**src/rtl/regfile_sb_bypass_pkg.sv**
```systemverilog
// Shared register-file constants for the decode, hazard and register-file blocks.
// Defaults for data and address width, plus the hard-wired zero register address.
package regfile_sb_bypass_pkg;
   localparam int unsigned XLEN_DEF   = 32;
   localparam int unsigned ADDR_W_DEF = 5;
   localparam int unsigned NUM_RD_DEF = 2;
   localparam int unsigned ZERO_ADDR  = 0;
endpackage

```
**src/rtl/regfile_sb_bypass_if.sv**
```systemverilog
// Decode-stage register-file bus: read ports, writeback, issue reservation and flush.
// The master drives addresses and controls; the slave (the register file) returns data and busy.
interface regfile_sb_bypass_if
   import regfile_sb_bypass_pkg::*;
#(
   parameter int XLEN   = XLEN_DEF,
   parameter int ADDR_W = ADDR_W_DEF,
   parameter int NUM_RD = NUM_RD_DEF
) ();
   logic [NUM_RD*ADDR_W-1:0] rd_addr;
   logic [NUM_RD*XLEN-1:0]   rd_data;
   logic [NUM_RD-1:0]        rd_busy;
   logic                     hazard;
   logic [NUM_RD-1:0]        rd_use;
   logic                     wr_en;
   logic [ADDR_W-1:0]        wr_addr;
   logic [XLEN-1:0]          wr_data;
   logic                     wr_release;
   logic                     iss_en;
   logic [ADDR_W-1:0]        iss_addr;
   logic                     flush;

   modport master (
      output rd_addr, rd_use, wr_en, wr_addr, wr_data, wr_release, iss_en, iss_addr, flush,
      input  rd_data, rd_busy, hazard
   );

   modport slave (
      input  rd_addr, rd_use, wr_en, wr_addr, wr_data, wr_release, iss_en, iss_addr, flush,
      output rd_data, rd_busy, hazard
   );
endinterface

```
**src/rtl/regfile_rd_port.sv**
```systemverilog
// One read port: zero-register, write-bypass and busy resolution on top of the stored state.
// Purely combinational, zero latency; a forwarded writeback also hides that register's busy bit.
module regfile_rd_port
   import regfile_sb_bypass_pkg::*;
#(
   parameter int XLEN     = XLEN_DEF,
   parameter int ADDR_W   = ADDR_W_DEF,
   parameter int ZERO_REG = 1,
   parameter int BYPASS   = 1
) (
   input  logic [ADDR_W-1:0] rd_addr_i,
   input  logic [XLEN-1:0]   stored_data_i,
   input  logic              stored_busy_i,
   input  logic              wr_en_i,
   input  logic [ADDR_W-1:0] wr_addr_i,
   input  logic [XLEN-1:0]   wr_data_i,
   input  logic              wr_release_i,
   output logic [XLEN-1:0]   rd_data_o,
   output logic              rd_busy_o
);
   localparam logic [ADDR_W-1:0] ZERO_A = ADDR_W'(ZERO_ADDR);

   logic is_zero;
   logic fwd_hit;

   assign is_zero = (ZERO_REG != 0) && (rd_addr_i == ZERO_A);
   assign fwd_hit = (BYPASS != 0) && wr_en_i && (wr_addr_i == rd_addr_i);

   always_comb begin
      rd_data_o = stored_data_i;
      rd_busy_o = stored_busy_i;
      if (is_zero) begin
         rd_data_o = '0;
         rd_busy_o = 1'b0;
      end else if (fwd_hit) begin
         rd_data_o = wr_data_i;
         // The releasing value is forwarded right now, so the consumer need not stall.
         if (wr_release_i) rd_busy_o = 1'b0;
      end
   end
endmodule

```
**src/rtl/regfile_sb_bypass.sv**
```systemverilog
// Parametrised multi-read, single-write register file with busy scoreboard and write bypass.
// Reads and hazard are combinational (zero latency); writes, reservations and flush land on the clock edge.
module regfile_sb_bypass
   import regfile_sb_bypass_pkg::*;
#(
   parameter int XLEN     = XLEN_DEF,
   parameter int ADDR_W   = ADDR_W_DEF,
   parameter int NUM_RD   = NUM_RD_DEF,
   parameter int ZERO_REG = 1,
   parameter int BYPASS   = 1
) (
   input logic                clk,
   input logic                rst,
   regfile_sb_bypass_if.slave rf_bus
);
   localparam int NREGS = 2**ADDR_W;
   localparam logic [ADDR_W-1:0] ZERO_A = ADDR_W'(ZERO_ADDR);

   logic [XLEN-1:0]        mem_q [NREGS];
   logic [NREGS-1:0]       busy_q;
   logic [NREGS-1:0]       busy_d;
   logic                   wr_ok;
   logic [NUM_RD*XLEN-1:0] rd_data_w;
   logic [NUM_RD-1:0]      rd_busy_w;

   assign wr_ok = rf_bus.wr_en && !((ZERO_REG != 0) && (rf_bus.wr_addr == ZERO_A));

   always_ff @(posedge clk) begin
      if (!rst) begin
         for (int i = 0; i < NREGS; i++) mem_q[i] <= '0;
      end else if (wr_ok) begin
         mem_q[rf_bus.wr_addr] <= rf_bus.wr_data;
      end
   end

   // Flush drops same-cycle releases; a reservation always lands last so the issuer survives.
   always_comb begin
      busy_d = busy_q;
      if (rf_bus.flush) busy_d = '0;
      else if (rf_bus.wr_en && rf_bus.wr_release) busy_d[rf_bus.wr_addr] = 1'b0;
      if (rf_bus.iss_en) busy_d[rf_bus.iss_addr] = 1'b1;
      if (ZERO_REG != 0) busy_d[ZERO_A] = 1'b0;
   end

   always_ff @(posedge clk) begin
      if (!rst) busy_q <= '0;
      else      busy_q <= busy_d;
   end

   for (genvar k = 0; k < NUM_RD; k++) begin : g_rd
      logic [ADDR_W-1:0] addr;
      assign addr = rf_bus.rd_addr[k*ADDR_W +: ADDR_W];

      regfile_rd_port #(
         .XLEN     (XLEN),
         .ADDR_W   (ADDR_W),
         .ZERO_REG (ZERO_REG),
         .BYPASS   (BYPASS)
      ) u_port (
         .rd_addr_i     (addr),
         .stored_data_i (mem_q[addr]),
         .stored_busy_i (busy_q[addr]),
         .wr_en_i       (rf_bus.wr_en),
         .wr_addr_i     (rf_bus.wr_addr),
         .wr_data_i     (rf_bus.wr_data),
         .wr_release_i  (rf_bus.wr_release),
         .rd_data_o     (rd_data_w[k*XLEN +: XLEN]),
         .rd_busy_o     (rd_busy_w[k])
      );
   end

   assign rf_bus.rd_data = rd_data_w;
   assign rf_bus.rd_busy = rd_busy_w;
   assign rf_bus.hazard  = |(rd_busy_w & rf_bus.rd_use);
endmodule

```
**src/flat_wrapper.sv**
```systemverilog
// flat-port wrapper written by rule: the top's interface ports become plain ports
module regfile_sb_bypass_flat import regfile_sb_bypass_pkg::*;
#(
   parameter int XLEN     = XLEN_DEF,
   parameter int ADDR_W   = ADDR_W_DEF,
   parameter int NUM_RD   = NUM_RD_DEF,
   parameter int ZERO_REG = 1,
   parameter int BYPASS   = 1
)
  (clk, rst, rf_bus_rd_addr, rf_bus_rd_use, rf_bus_wr_en, rf_bus_wr_addr, rf_bus_wr_data, rf_bus_wr_release, rf_bus_iss_en, rf_bus_iss_addr, rf_bus_flush, rf_bus_rd_data, rf_bus_rd_busy, rf_bus_hazard);
  regfile_sb_bypass_if #(.XLEN(XLEN), .ADDR_W(ADDR_W), .NUM_RD(NUM_RD)) rf_bus_i ();
  input logic clk;
  input logic rst;
  input wire logic [$bits(rf_bus_i.rd_addr)-1:0] rf_bus_rd_addr;
  input wire logic [$bits(rf_bus_i.rd_use)-1:0] rf_bus_rd_use;
  input wire logic [$bits(rf_bus_i.wr_en)-1:0] rf_bus_wr_en;
  input wire logic [$bits(rf_bus_i.wr_addr)-1:0] rf_bus_wr_addr;
  input wire logic [$bits(rf_bus_i.wr_data)-1:0] rf_bus_wr_data;
  input wire logic [$bits(rf_bus_i.wr_release)-1:0] rf_bus_wr_release;
  input wire logic [$bits(rf_bus_i.iss_en)-1:0] rf_bus_iss_en;
  input wire logic [$bits(rf_bus_i.iss_addr)-1:0] rf_bus_iss_addr;
  input wire logic [$bits(rf_bus_i.flush)-1:0] rf_bus_flush;
  output wire logic [$bits(rf_bus_i.rd_data)-1:0] rf_bus_rd_data;
  output wire logic [$bits(rf_bus_i.rd_busy)-1:0] rf_bus_rd_busy;
  output wire logic [$bits(rf_bus_i.hazard)-1:0] rf_bus_hazard;
  assign rf_bus_i.rd_addr = rf_bus_rd_addr;
  assign rf_bus_i.rd_use = rf_bus_rd_use;
  assign rf_bus_i.wr_en = rf_bus_wr_en;
  assign rf_bus_i.wr_addr = rf_bus_wr_addr;
  assign rf_bus_i.wr_data = rf_bus_wr_data;
  assign rf_bus_i.wr_release = rf_bus_wr_release;
  assign rf_bus_i.iss_en = rf_bus_iss_en;
  assign rf_bus_i.iss_addr = rf_bus_iss_addr;
  assign rf_bus_i.flush = rf_bus_flush;
  assign rf_bus_rd_data = rf_bus_i.rd_data;
  assign rf_bus_rd_busy = rf_bus_i.rd_busy;
  assign rf_bus_hazard = rf_bus_i.hazard;
  regfile_sb_bypass #(.XLEN(XLEN), .ADDR_W(ADDR_W), .NUM_RD(NUM_RD), .ZERO_REG(ZERO_REG), .BYPASS(BYPASS)) u_core (.clk(clk), .rst(rst), .rf_bus(rf_bus_i));
endmodule
```
**config.mk**
```make
export PLATFORM = sky130hd
export DESIGN_NAME = regfile_sb_bypass_flat
export DESIGN_NICKNAME = d
export VERILOG_FILES = /design/src/rtl/regfile_sb_bypass_pkg.sv /design/src/rtl/regfile_sb_bypass_if.sv /design/src/rtl/regfile_rd_port.sv /design/src/rtl/regfile_sb_bypass.sv /design/src/flat_wrapper.sv
export SDC_FILE = /design/constraint.sdc
export NUM_CORES = 2
export LEC_CHECK = 0
export ABC_CLOCK_PERIOD_IN_PS = 5600
export CAP_MARGIN = 10
export CORE_MARGIN = 2
export CORE_UTILIZATION = 50
export CTS_BUF_LIST = sky130_fd_sc_hd__clkbuf_2 sky130_fd_sc_hd__clkbuf_4 sky130_fd_sc_hd__clkbuf_8
export DETAILED_ROUTE_END_ITERATION = 10
export PLACE_DENSITY_LB_ADDON = 0.05
export SKIP_CTS_REPAIR_TIMING = 1
export SKIP_LAST_GASP = 1
export SLEW_MARGIN = 10
export SYNTH_ARGS = -nofsm -noshare
export SYNTH_HDL_FRONTEND = slang
export SYNTH_SLANG_ARGS = --single-unit
```
**constraint.sdc**
```tcl
create_clock -name clk -period 5.6 [get_ports clk]
set_input_delay 1.12 -clock clk [delete_from_list [all_inputs] [get_ports clk]]
set_output_delay 1.12 -clock clk [all_outputs]
set_load 0.01 [all_outputs]
```
; Word level (Yosys, flattened, before mapping)
; Memory sizes are Yosys's and may differ from the RTL's.
; Cells that the tools add are included.
[totals]
reg_bits = 32
ramBits = 1024
inputBits = 60
output_inout_bits = 67
elab_cells = 55
memories = 1
[classes]
n_lt_le_gt_ge = 6
n_eq_ne = 2
n_mux = 28
bitwise_logic = 4
reduce_logical = 12
[mem_list]
columns = memory, words, word_bits, read_ports, rd_clocked_by_memory_dff, wr, line
row1 = u_core.mem_q, 32, 32, 2, 0, 32, regfile_sb_bypass.sv:19  ; logic [XLEN-1:0] mem_q [NREGS];
[ops]
columns = operator, count
row1 = 32-bit two-way mux, 8
row2 = 32-bit bitwise AND, 1
row3 = 32-bit NOT, 1
row4 = 32-bit bitwise OR, 1
row5 = 32-bit OR reduction, 1
row6 = 5-bit by 6-bit less-than comparator with 1-bit output (second input constant), 4
row7 = 5-bit zero test, 3
row8 = 1-bit two-way mux, 15
row9 = 1-bit binary-select mux with 5-bit select, 2
row10 = 1-bit demux with 5-bit select, 2
row11 = 5-bit equality test, 2
row12 = 5-bit by 1-bit greater-or-equal comparator with 1-bit output (second input constant), 2
row13 = 1-bit logical AND, 6
row14 = 5-bit two-way mux, 1
row15 = 2-bit bitwise AND, 1
row16 = 2-bit OR reduction, 1
row17 = 1-bit zero test, 1

; Longest topological paths before layout
[logic_depth]
ltp_word = 10
mapped_depth = 10

; Hierarchy
; A second synthesis with hierarchy kept.
[hier_totals]
cells_unflattened = 3797
hier_area_um2 = 55928.6
[by_module_without_submodules]
columns = mod, n_inst, cells_per_inst, area_per_inst_um2
row1 = regfile_sb_bypass, 1, 3545, 54609.9
row2 = regfile_rd_port, 2, 126, 659.4

; Worst setup path before layout
; No wires, ideal clock.
[synth_path]
path_type = input to register
from = input rf_bus_wr_addr[2]
to = memory u_core.mem_q[28][0] in the netlist's numbering, enable pin
t_arrival_ns = 4.376
required_ns = 5.134
setup_slack_ns = 0.758
path_stages = 5
path_buffers = 2
path_cell_list = buf_2 > nor3_1 > or4_1 > clkbuf_1 > o21ai_0
[synth_lines]
columns = item, line
row1 = from (decl), flat_wrapper.sv:17  ; input wire logic [$bits(rf_bus_i.wr_addr)-1:0] rf_bus_wr_addr;
row2 = to (decl), regfile_sb_bypass.sv:19

; Worst setup path after layout
[layout_path]
from = input rf_bus_wr_addr[1]
to = output rf_bus_rd_data[18]
[layout_via]
elab_chain_cells = 4
[layout_rtl]
columns = item, line
row1 = 5-bit equality test, regfile_rd_port.sv:27  ; assign fwd_hit = (BYPASS != 0) && wr_en_i && (wr_addr_i == rd_addr_i);
row2 = 1-bit logical AND, regfile_rd_port.sv:27
row3 = 32-bit two-way mux, regfile_rd_port.sv:35  ; end else if (fwd_hit) begin
row4 = 32-bit two-way mux, regfile_rd_port.sv:32  ; if (is_zero) begin
row5 = to (decl), flat_wrapper.sv:23  ; output wire logic [$bits(rf_bus_i.rd_data)-1:0] rf_bus_rd_data;
; No other way between the ends.

==> qor.yml <==
status: "completed"
ys.flop_type: "edfxtp_1"
rows: 124
synth_edf_count: 1024
worstPathMaxFanout: 19
root_buffer: "clkbuf_8"
finalClockSkew_ps: 0
register_area_um2: 31370
dr.pass1.iters: 6
clock-sinks: 1055
cts_inserted_buffers: 185
yosys_warnings: 0
cp.arrival_ps: 4450
clk_path_buf_depth: 3
critPathCaptureType: "output port"
switching_share_pct: 27.36
h-tree-depth: 4
hold_class: "flip-flop to flip-flop"
drive_above_1_share_pct: 27.45
yosysUniqueCellTypes: 63
nNetsFinal: 4337
core_area_um2: 114000
crit_buf_inv: 5
layout_commonest_cell: "edfxtp_1"
netSwitchingPower_mw: 5.267
place_congestion: 0.9258
cts_tree: "yes"
drv_cap: 0
ios: 127
drt-wirelength-per-cell_um: 37.75
synthesis.area_um2: 57400
yosysSeqAreaShare_pct: 54.65
cp-start-kind: "input pin"
worstSetupPathType: "input pin to output port"
max_freq_mhz: 179.5
p_comb_share_pct: 14.8
p_int_mw: 13.99
grt_pass1_vias: 40750
async_flop_share_pct: 0
synthCells: 4036
fillers: 9133
die_x_um: 342.8
initial_core_util_pct: 50.33
max_slew_margin_pct: 25.43
cpMaxStageDelayCell: "a211oi_1"
hold_viol_final: 0
m1WireLength_um: 84170
wirelength_um: 223900
vias: 40910
clkSlewWorstSetupHoldPaths_ps: 60
top_layer_used: "met5"
synthToLayoutAreaGrowth_pct: 14.69
port_buffers: 126
first_iter_violations: 6372
seqPwrFrac_pct: 48.3
worstPathRequired_ps: 4480
tightest_slew_ps: 1115
pwr-share-clk_pct: 36.8
dieArea_um2: 117500
multi_input_area_um2: 24710
powerDensity_nw_per_um2: 292.5
antenna_found_initial: 14
antenna_left: 0
drc: 0
dpl.hpwl_um: 139700
post-route-period-util_pct: 99.50
maxSlewViolCount: 0
gr-usage-all-layers_pct: 38.18
p_total_mw: 19.25
ys_seq_elements: 1055
path_delay_family: "buffers and inverters"
setup_viol: 0
min_period_ps: 5572
grt_max_degree: 60
utilization_pct: 57.73
critPathMaxStageDelay_ps: 650
layout_common_cells: "edfxtp_1, and2_1, mux4_2, buf_4, clkbuf_8"
p_leak_nw: 22.98
ir_drop_mv: 0.2123
avgSynthCellArea_um2: 14.22
crit_chain: "clkdlybuf4s50_1, buf_4, xor2_1, nor3b_2, buf_4, a21o_1, buf_12, a211oi_1, a311o_1, clkdlybuf4s50_1"
timing.hold.ws_ps: 523.4
via_per_inst: 6.895
grt_overflow: 0
grt_pass1_wl_um: 311100
wl_met2_um: 99870
die_h_um: 342.8
rsz0062_at_grt: "no"
clkLatencyLatePin_ps: 880
routed-wl-met3_um: 28350
==> logic make-up (layout without fill, tap and decap cells) <==
group	count (synthesis)	after routing	share of synthesized area, %
AO/OA/AOI/OAI	472	472	5.851
XOR/XNOR	10	10	0.1526
buffers and inverters	427	775	3.573
flip-flops	1055	1055	54.65
multiplexers	649	649	21.37
other	1	38	0.006533
AND/OR/NAND/NOR	1422	1422	14.40
==> worst register-to-register path, cell delays in order, from the launching register on <==
cell and delay [ps]:
dfxtp_1 400, o211ai_1 120, a21oi_1 200
==> routing by layer <==
metal,global-route usage [%],vias to the layer above
met5,0,-
li1,-,16020
met3,11.29,690
met4,17.46,10
met1,51.69,21000
met2,57.17,3185
==> Yosys cell counts (all sizes together) (35+ instances only) <==
master,n,area [um^2]
o22ai,86,538.0
a22o,41,359.1
and2,1001,6262
nor3,35,175.2
mux4,455,10260
clkbuf,275,1032
a21oi,35,175.2
nand3,39,195.2
edfxtp,1024,30750
o21ai,90,450.4
buf,144,988.5
nor2,150,563.0
mux2i,146,1461
a221oi,36,315.3
a22oi,36,270.3
nand2,87,326.6
mux2,48,540.5
==> power by group through the flow <==
stage	Sequential, mW	Clock, mW	Combinational [mW]
after global placement	9.41	0	2.76
final	9.31	7.09	2.85
after detailed placement	9.46	0	2.77
after floorplan	9.38	0	1.51
after global routing	9.34	7.45	2.92
after CTS	9.30	7.13	2.78
==> flip-flops by register name, summed over array words and instances, names as in the netlist <==
| signal | count |
|---|---|
| u_core.busy_q | 31 |
| u_core.mem_q | 1024 |
==> final timing paths <==
path,slack [ps],from,end,cells past startpoint
setup / recovery,30,rf_bus_wr_addr[1],rf_bus_rd_data[18],10
setup reg to reg,4810,u_core.busy_q[19],u_core.busy_q[19],2
hold / removal,520,u_core.busy_q[31],u_core.busy_q[31],2
hold reg to reg,520,u_core.busy_q[31],u_core.busy_q[31],2
==> final cells by class <==
class | instances | area share (%)
Antenna cell | 6 | 0.02281
Clock buffer | 252 | 4.651
Inverter | 8 | 0.04562
Tap cell | 1512 | 2.874
Multi-Input combinational cell | 2585 | 37.54
Timing Repair Buffer | 442 | 6.476
Sequential cell | 1055 | 47.65
Clock inverter | 73 | 0.7356
==> stage by stage <==
stage | cells | instance area, um^2 | setup TNS, ps | setup WS, ps
final | 5933 | 65830 | 0 | 27.90
after global routing | 5928 | 65820 | 0 | 40.57
after CTS | 5927 | 65810 | 0 | 46.10
after detailed placement | 5602 | 62260 | 0 | 74.88
after global placement | 5602 | 62260 | -17.34 | -17.34
after floorplan | 4067 | 57520 | 0 | 758.4
Note: power is estimated with default switching activity, not from simulation.
